## config.mk

```make
export PLATFORM = sky130hd
export DESIGN_NAME = cfs_sc_fifo
export DESIGN_NICKNAME = d
export VERILOG_FILES = /design/src/rtl/cfs_sc_fifo.sv
export SDC_FILE = /design/constraint.sdc
export NUM_CORES = 1
export LEC_CHECK = 0
export CORE_UTILIZATION = 52
export CTS_CLUSTER_SIZE = 25
export DETAILED_ROUTE_END_ITERATION = 8
export GPL_ROUTABILITY_DRIVEN = 0
export PLACE_DENSITY = 0.76
export REMOVE_ABC_BUFFERS = 1
export SYNTH_ARGS = -nofsm -noshare
export SYNTH_HDL_FRONTEND = slang
export SYNTH_SLANG_ARGS = --single-unit
export TNS_END_PERCENT = 100
```

## constraint.sdc

```tcl
create_clock -name clk -period 4.5 [get_ports clk]
set_input_delay 0.45 -clock clk [delete_from_list [all_inputs] [get_ports clk]]
set_output_delay 0.45 -clock clk [all_outputs]
set_load 0.1 [all_outputs]
```

## src/rtl/cfs_sc_fifo.sv

```systemverilog
// Single-clock FIFO with any depth, runtime almost-full/almost-empty thresholds,
// synchronous flush, peak-level watermark and optional drop-on-full counting.
module cfs_sc_fifo #(
  parameter int unsigned DATA_WIDTH     = 32,
  parameter int unsigned FIFO_DEPTH     = 8,
  parameter int unsigned DROP_ON_FULL   = 0,
  parameter int unsigned DROP_CNT_WIDTH = 8,
  localparam int unsigned PTR_WIDTH     = (FIFO_DEPTH > 1) ? $clog2(FIFO_DEPTH) : 1,
  localparam int unsigned LVL_WIDTH     = $clog2(FIFO_DEPTH + 1)
) (
  input  logic                      clk,
  input  logic                      reset_n,
  input  logic                      flush,
  input  logic                      push_valid,
  input  logic [DATA_WIDTH-1:0]     push_data,
  output logic                      push_ready,
  output logic                      pop_valid,
  output logic [DATA_WIDTH-1:0]     pop_data,
  input  logic                      pop_ready,
  output logic [LVL_WIDTH-1:0]      fifo_lvl,
  output logic                      full,
  output logic                      empty,
  input  logic [LVL_WIDTH-1:0]      af_thr,
  input  logic [LVL_WIDTH-1:0]      ae_thr,
  output logic                      almost_full,
  output logic                      almost_empty,
  output logic [LVL_WIDTH-1:0]      max_lvl,
  input  logic                      clr_max,
  output logic [DROP_CNT_WIDTH-1:0] drop_cnt,
  input  logic                      clr_drop
);

  localparam logic [LVL_WIDTH-1:0] LVL_FULL = LVL_WIDTH'(FIFO_DEPTH);
  localparam logic [PTR_WIDTH-1:0] PTR_LAST = PTR_WIDTH'(FIFO_DEPTH - 1);

  logic [DATA_WIDTH-1:0]     mem_q [FIFO_DEPTH];
  logic [PTR_WIDTH-1:0]      rd_ptr_q, rd_ptr_d;
  logic [PTR_WIDTH-1:0]      wr_ptr_q, wr_ptr_d;
  logic [LVL_WIDTH-1:0]      lvl_q, lvl_d;
  logic [LVL_WIDTH-1:0]      max_lvl_q, max_lvl_d;
  logic [DROP_CNT_WIDTH-1:0] drop_cnt_q, drop_cnt_d;
  logic                      push_acc, pop_acc, drop_evt;

  // Explicit wrap compare so non-power-of-2 depths index only valid entries.
  function automatic logic [PTR_WIDTH-1:0] ptr_inc(input logic [PTR_WIDTH-1:0] p);
    return (p == PTR_LAST) ? '0 : p + PTR_WIDTH'(1);
  endfunction

  always_comb begin
    full         = (lvl_q == LVL_FULL);
    empty        = (lvl_q == '0);
    push_ready   = (DROP_ON_FULL != 0) ? 1'b1 : (!full && !flush);
    pop_valid    = !empty && !flush;
    pop_acc      = pop_valid && pop_ready;
    // In drop mode a full FIFO still takes a push when the head leaves this cycle.
    push_acc     = push_valid && push_ready && !flush && (!full || pop_acc);
    drop_evt     = (DROP_ON_FULL != 0) && push_valid && full && !flush && !pop_acc;
    pop_data     = mem_q[rd_ptr_q];
    fifo_lvl     = lvl_q;
    max_lvl      = max_lvl_q;
    drop_cnt     = drop_cnt_q;
    almost_full  = (lvl_q >= af_thr);
    almost_empty = (lvl_q <= ae_thr);
  end

  always_comb begin
    rd_ptr_d = rd_ptr_q;
    wr_ptr_d = wr_ptr_q;
    lvl_d    = lvl_q;
    if (flush) begin
      rd_ptr_d = '0;
      wr_ptr_d = '0;
      lvl_d    = '0;
    end else begin
      if (pop_acc)  rd_ptr_d = ptr_inc(rd_ptr_q);
      if (push_acc) wr_ptr_d = ptr_inc(wr_ptr_q);
      case ({push_acc, pop_acc})
        2'b10:   lvl_d = lvl_q + LVL_WIDTH'(1);
        2'b01:   lvl_d = lvl_q - LVL_WIDTH'(1);
        default: lvl_d = lvl_q;
      endcase
    end
  end

  always_comb begin
    max_lvl_d = (clr_max || (lvl_d > max_lvl_q)) ? lvl_d : max_lvl_q;
    drop_cnt_d = drop_cnt_q;
    if (clr_drop) begin
      drop_cnt_d = '0;
    end else if (drop_evt && (drop_cnt_q != '1)) begin
      drop_cnt_d = drop_cnt_q + DROP_CNT_WIDTH'(1);
    end
  end

  always_ff @(posedge clk or negedge reset_n) begin
    if (!reset_n) begin
      rd_ptr_q   <= '0;
      wr_ptr_q   <= '0;
      lvl_q      <= '0;
      max_lvl_q  <= '0;
      drop_cnt_q <= '0;
    end else begin
      rd_ptr_q   <= rd_ptr_d;
      wr_ptr_q   <= wr_ptr_d;
      lvl_q      <= lvl_d;
      max_lvl_q  <= max_lvl_d;
      drop_cnt_q <= drop_cnt_d;
    end
  end

  // Storage is not reset; contents are only visible through valid pointers.
  always_ff @(posedge clk) begin
    if (push_acc) mem_q[wr_ptr_q] <= push_data;
  end

endmodule

```

==> results by group <==
Outcome
  • Run status: completed

Yosys
  • Synth Instances: 504
  • Async SR Flop Fraction: 5.19%
  • Synth warnings: 0
  • Synthesized area: 10800 um2
  • Top FF cell, synth: edfxtp_1
  • Post-synthesis sequential area ratio: 74.4%
  • Synth area leaders: edfxtp_1, mux4_2, mux2_2, dfrtp_1, ha_1
  • Number of synthesized flops with an enable pin: 256
  • Cell taking the most area after synthesis: edfxtp_1
  • Synth Register Bits: 270
  • Syn Area/Cell: 21.4 um2
  • Top cell type's share of synthesized area: 71.2%
  • Synth cell types: 42

Route
  • Wire per inst: 22.7 um
  • Avg Vias per Cell: 5.67
  • Final WL: 20.5 mm
  • Pre-antenna DRT Iters: 4
  • Drt drc: 0
  • Starting DRT DRC Count: 315
  • Vias: 5133
  • Post-route ant nets: 0

Floorplan
  • Std-Cell Rows: 52
  • Die area: 21300 um2
  • Die X: 146 um
  • I/O pins: 101
  • Initial Util: 53.2%
  • Die height: 146 um
  • Core Footprint: 20300 um2

Global routing
  • Vias in the first global route: 5651
  • GRT Total Usage: 19.8%
  • Largest net degree at the start of global routing: 36
  • Total grt overflow: 0
  • Initial antenna violation count: 1
  • First-pass GRT wire length: 31.7 mm

Critical path
  • CP top delay family: simple AND/OR/NAND/NOR gates
  • CP endpoint: max_lvl[2]
  • WP buf/inv: 0
  • R2R setup slack: 0.39 ns
  • Setup Crit Path Kind: flop to flop
  • CP peak stage delay: 0.51 ns
  • CP startpoint kind: flop
  • R2r startpoint: fifo_lvl[1]
  • Crit path depth: 15
  • CP most frequent cell: ha_1
  • Element type at the critical path end: flop
  • Critical Path Start: fifo_lvl[1]
  • CP cell instances: nor4_2 > nor2_1 > and2_0 > ha_1 > xor2_1 > ha_1 > a21oi_1 > xor2_1 > or3_1 > a21oi_2 > ha_1 > nand4_1 > nor2_1 > a21oi_1 > mux2_2
  • Worst R2R Path Depth: 15
  • CP arrival: 4.50 ns
  • Crit path max fanout: 10
  • Worst path slowest cell: dfrtp_1
  • R2r endpoint: max_lvl[2]
  • CP Data Required Time: 4.90 ns

Run
  • Max_cap viols: 0

Placement
  • Post-detail-place hpwl: 12.1 mm
  • I/O Buffers: 91

STA
  • Setup_tns: 0 ns
  • Post-layout min period: 4.11 ns
  • Tightest Pin Transition: 1.03 ns
  • Clk_skew: 0.0110 ns
  • Final Setup Violations: 0
  • Fin. Hold Viols: 0
  • Max Slew Vio Count: 0
  • RSZ-0062 raised after global routing: no
  • Max Freq: 0.244 GHz
  • Rel. slew slack: 31.1%
  • Fin crit share: 91.2%

Clock tree
  • Clk_lat worst skew: 0.52 ns
  • CTS tree: built
  • Clock buffer depth: 3
  • Post-CTS setup buffers: 0
  • Clock Pin Slew Worst Setup and Hold Paths: 0.06 ns
  • PostCTS Resize Cnt: 0
  • Root Driver: clkbuf_16
  • Clock Sinks: 270
  • Htree depth: 1
  • Cts-stage hold buffer count: 0
  • CTS buffer count: 26

Finish
  • Most common cell after layout, fill and taps aside: edfxtp_1
  • Filler cell count: 1348
  • Final Net Count: 684
  • Area Growth Syn to Fin: 20.0%
  • Most frequent cells in the layout: edfxtp_1, clkdlybuf4s50_1, mux4_2
  • Layout cells sized above 1: 24.7%
  • Antenna cell count: 0

Power
  • Total power draw: 6070 uW
  • Power Density: 468 nW/um2
  • Maximum VDD drop: 0.477 mV
  • Pleak: 0.00421 uW

Worst hold path
  • Worst min path class: primary input to asynchronous set/reset pin
worst min-delay path by stage:
stage                from          end  slack (ns)  cells after the start
5_1_grt           reset_n  rd_ptr_q[0]        0.36                      1
2_1_floorplan     reset_n  fifo_lvl[0]        0.15                      0
6_report          reset_n  rd_ptr_q[0]        0.33                      1
4_1_cts           reset_n  rd_ptr_q[0]        0.33                      1
3_3_place_gp   max_lvl[0]   max_lvl[0]        0.51                      1
3_5_place_dp   max_lvl[2]   max_lvl[2]        0.55                      1
sequential cells by signal (all words and copies together), names as in the netlist:
signal    cells
mem_q       256
fifo_lvl      4
max_lvl       4
rd_ptr_q      3
wr_ptr_q      3
per-stage QoR:
| step | utilization (%) | hold slack (ns) | std cells | setup WS, ns | instance area (um2) |
|---|---|---|---|---|---|
| finish | 63.8 | 0.328 | 906 | 0.395 | 13000 |
| CTS | 63.8 | 0.332 | 906 | 0.400 | 13000 |
| global route | 63.8 | 0.360 | 906 | 0.0888 | 13000 |
| global placement | 59.8 | 0.508 | 860 | 0.524 | 12100 |
| detailed placement | 59.8 | 0.545 | 860 | 0.365 | 12100 |
| floorplan | - | 0.154 | 483 | -2.43 | 10600 |
synthesized netlist by cell type, types with 2 or more instances:
master and count:
a21oi_1 6, a21oi_2 2, buf_2 3, buf_4 8, buf_6 4, clkbuf_1 11
dfrtp_1 14, edfxtp_1 256, ha_1 19, inv_1 11, mux2_2 33, mux4_1 5
mux4_2 59, nand2_1 8, nand2b_1 10, nand3_1 2, nand3b_1 3, nor2_1 10
nor2b_1 4, nor3_1 5, o21ai_0 4, o21ai_1 4, o31ai_1 2, xor2_1 3
routing by layer:
layer  GRT usage, %  share of wire (%)  vias up
li1               -                  -     2282
met1           25.5                 40     2653
met2           35.5                 53      165
met3           3.41                6.0       31
met4           4.53                1.6        2
met5              0              0.063        -
cell families (layout without fill, tap and decap cells):
group	after synthesis	in the layout	synth area share [%]
AO/OA/AOI/OAI	22	22	1.23
XOR/XNOR	4	4	0.325
adder cells (fa/ha/maj)	19	19	2.20
buffers and inverters	39	164	2.05
flip-flops	270	270	74.4
multiplexers	99	99	17.2
other	1	8	0.0347
AND/OR/NAND/NOR	50	50	2.55
final cells by class:
type                    instances  area (um2)  area share [%]
flip-flops and latches        270        8040            62.1
inverters                      11        41.3           0.319
well taps                     270         338            2.61
clock buffers                  35         706            5.45
multi-input cells             202        2610            20.2
clock inverters                11         101           0.782
repair buffers                107        1110            8.58
report_power, final:
group / internal [uW] / switching, uW
registers: 2810 / 52.5
clock network: 1210 / 850
logic: 377 / 769
total: 4390 / 1670
No activity file was read; power rests on OpenSTA's default activity.
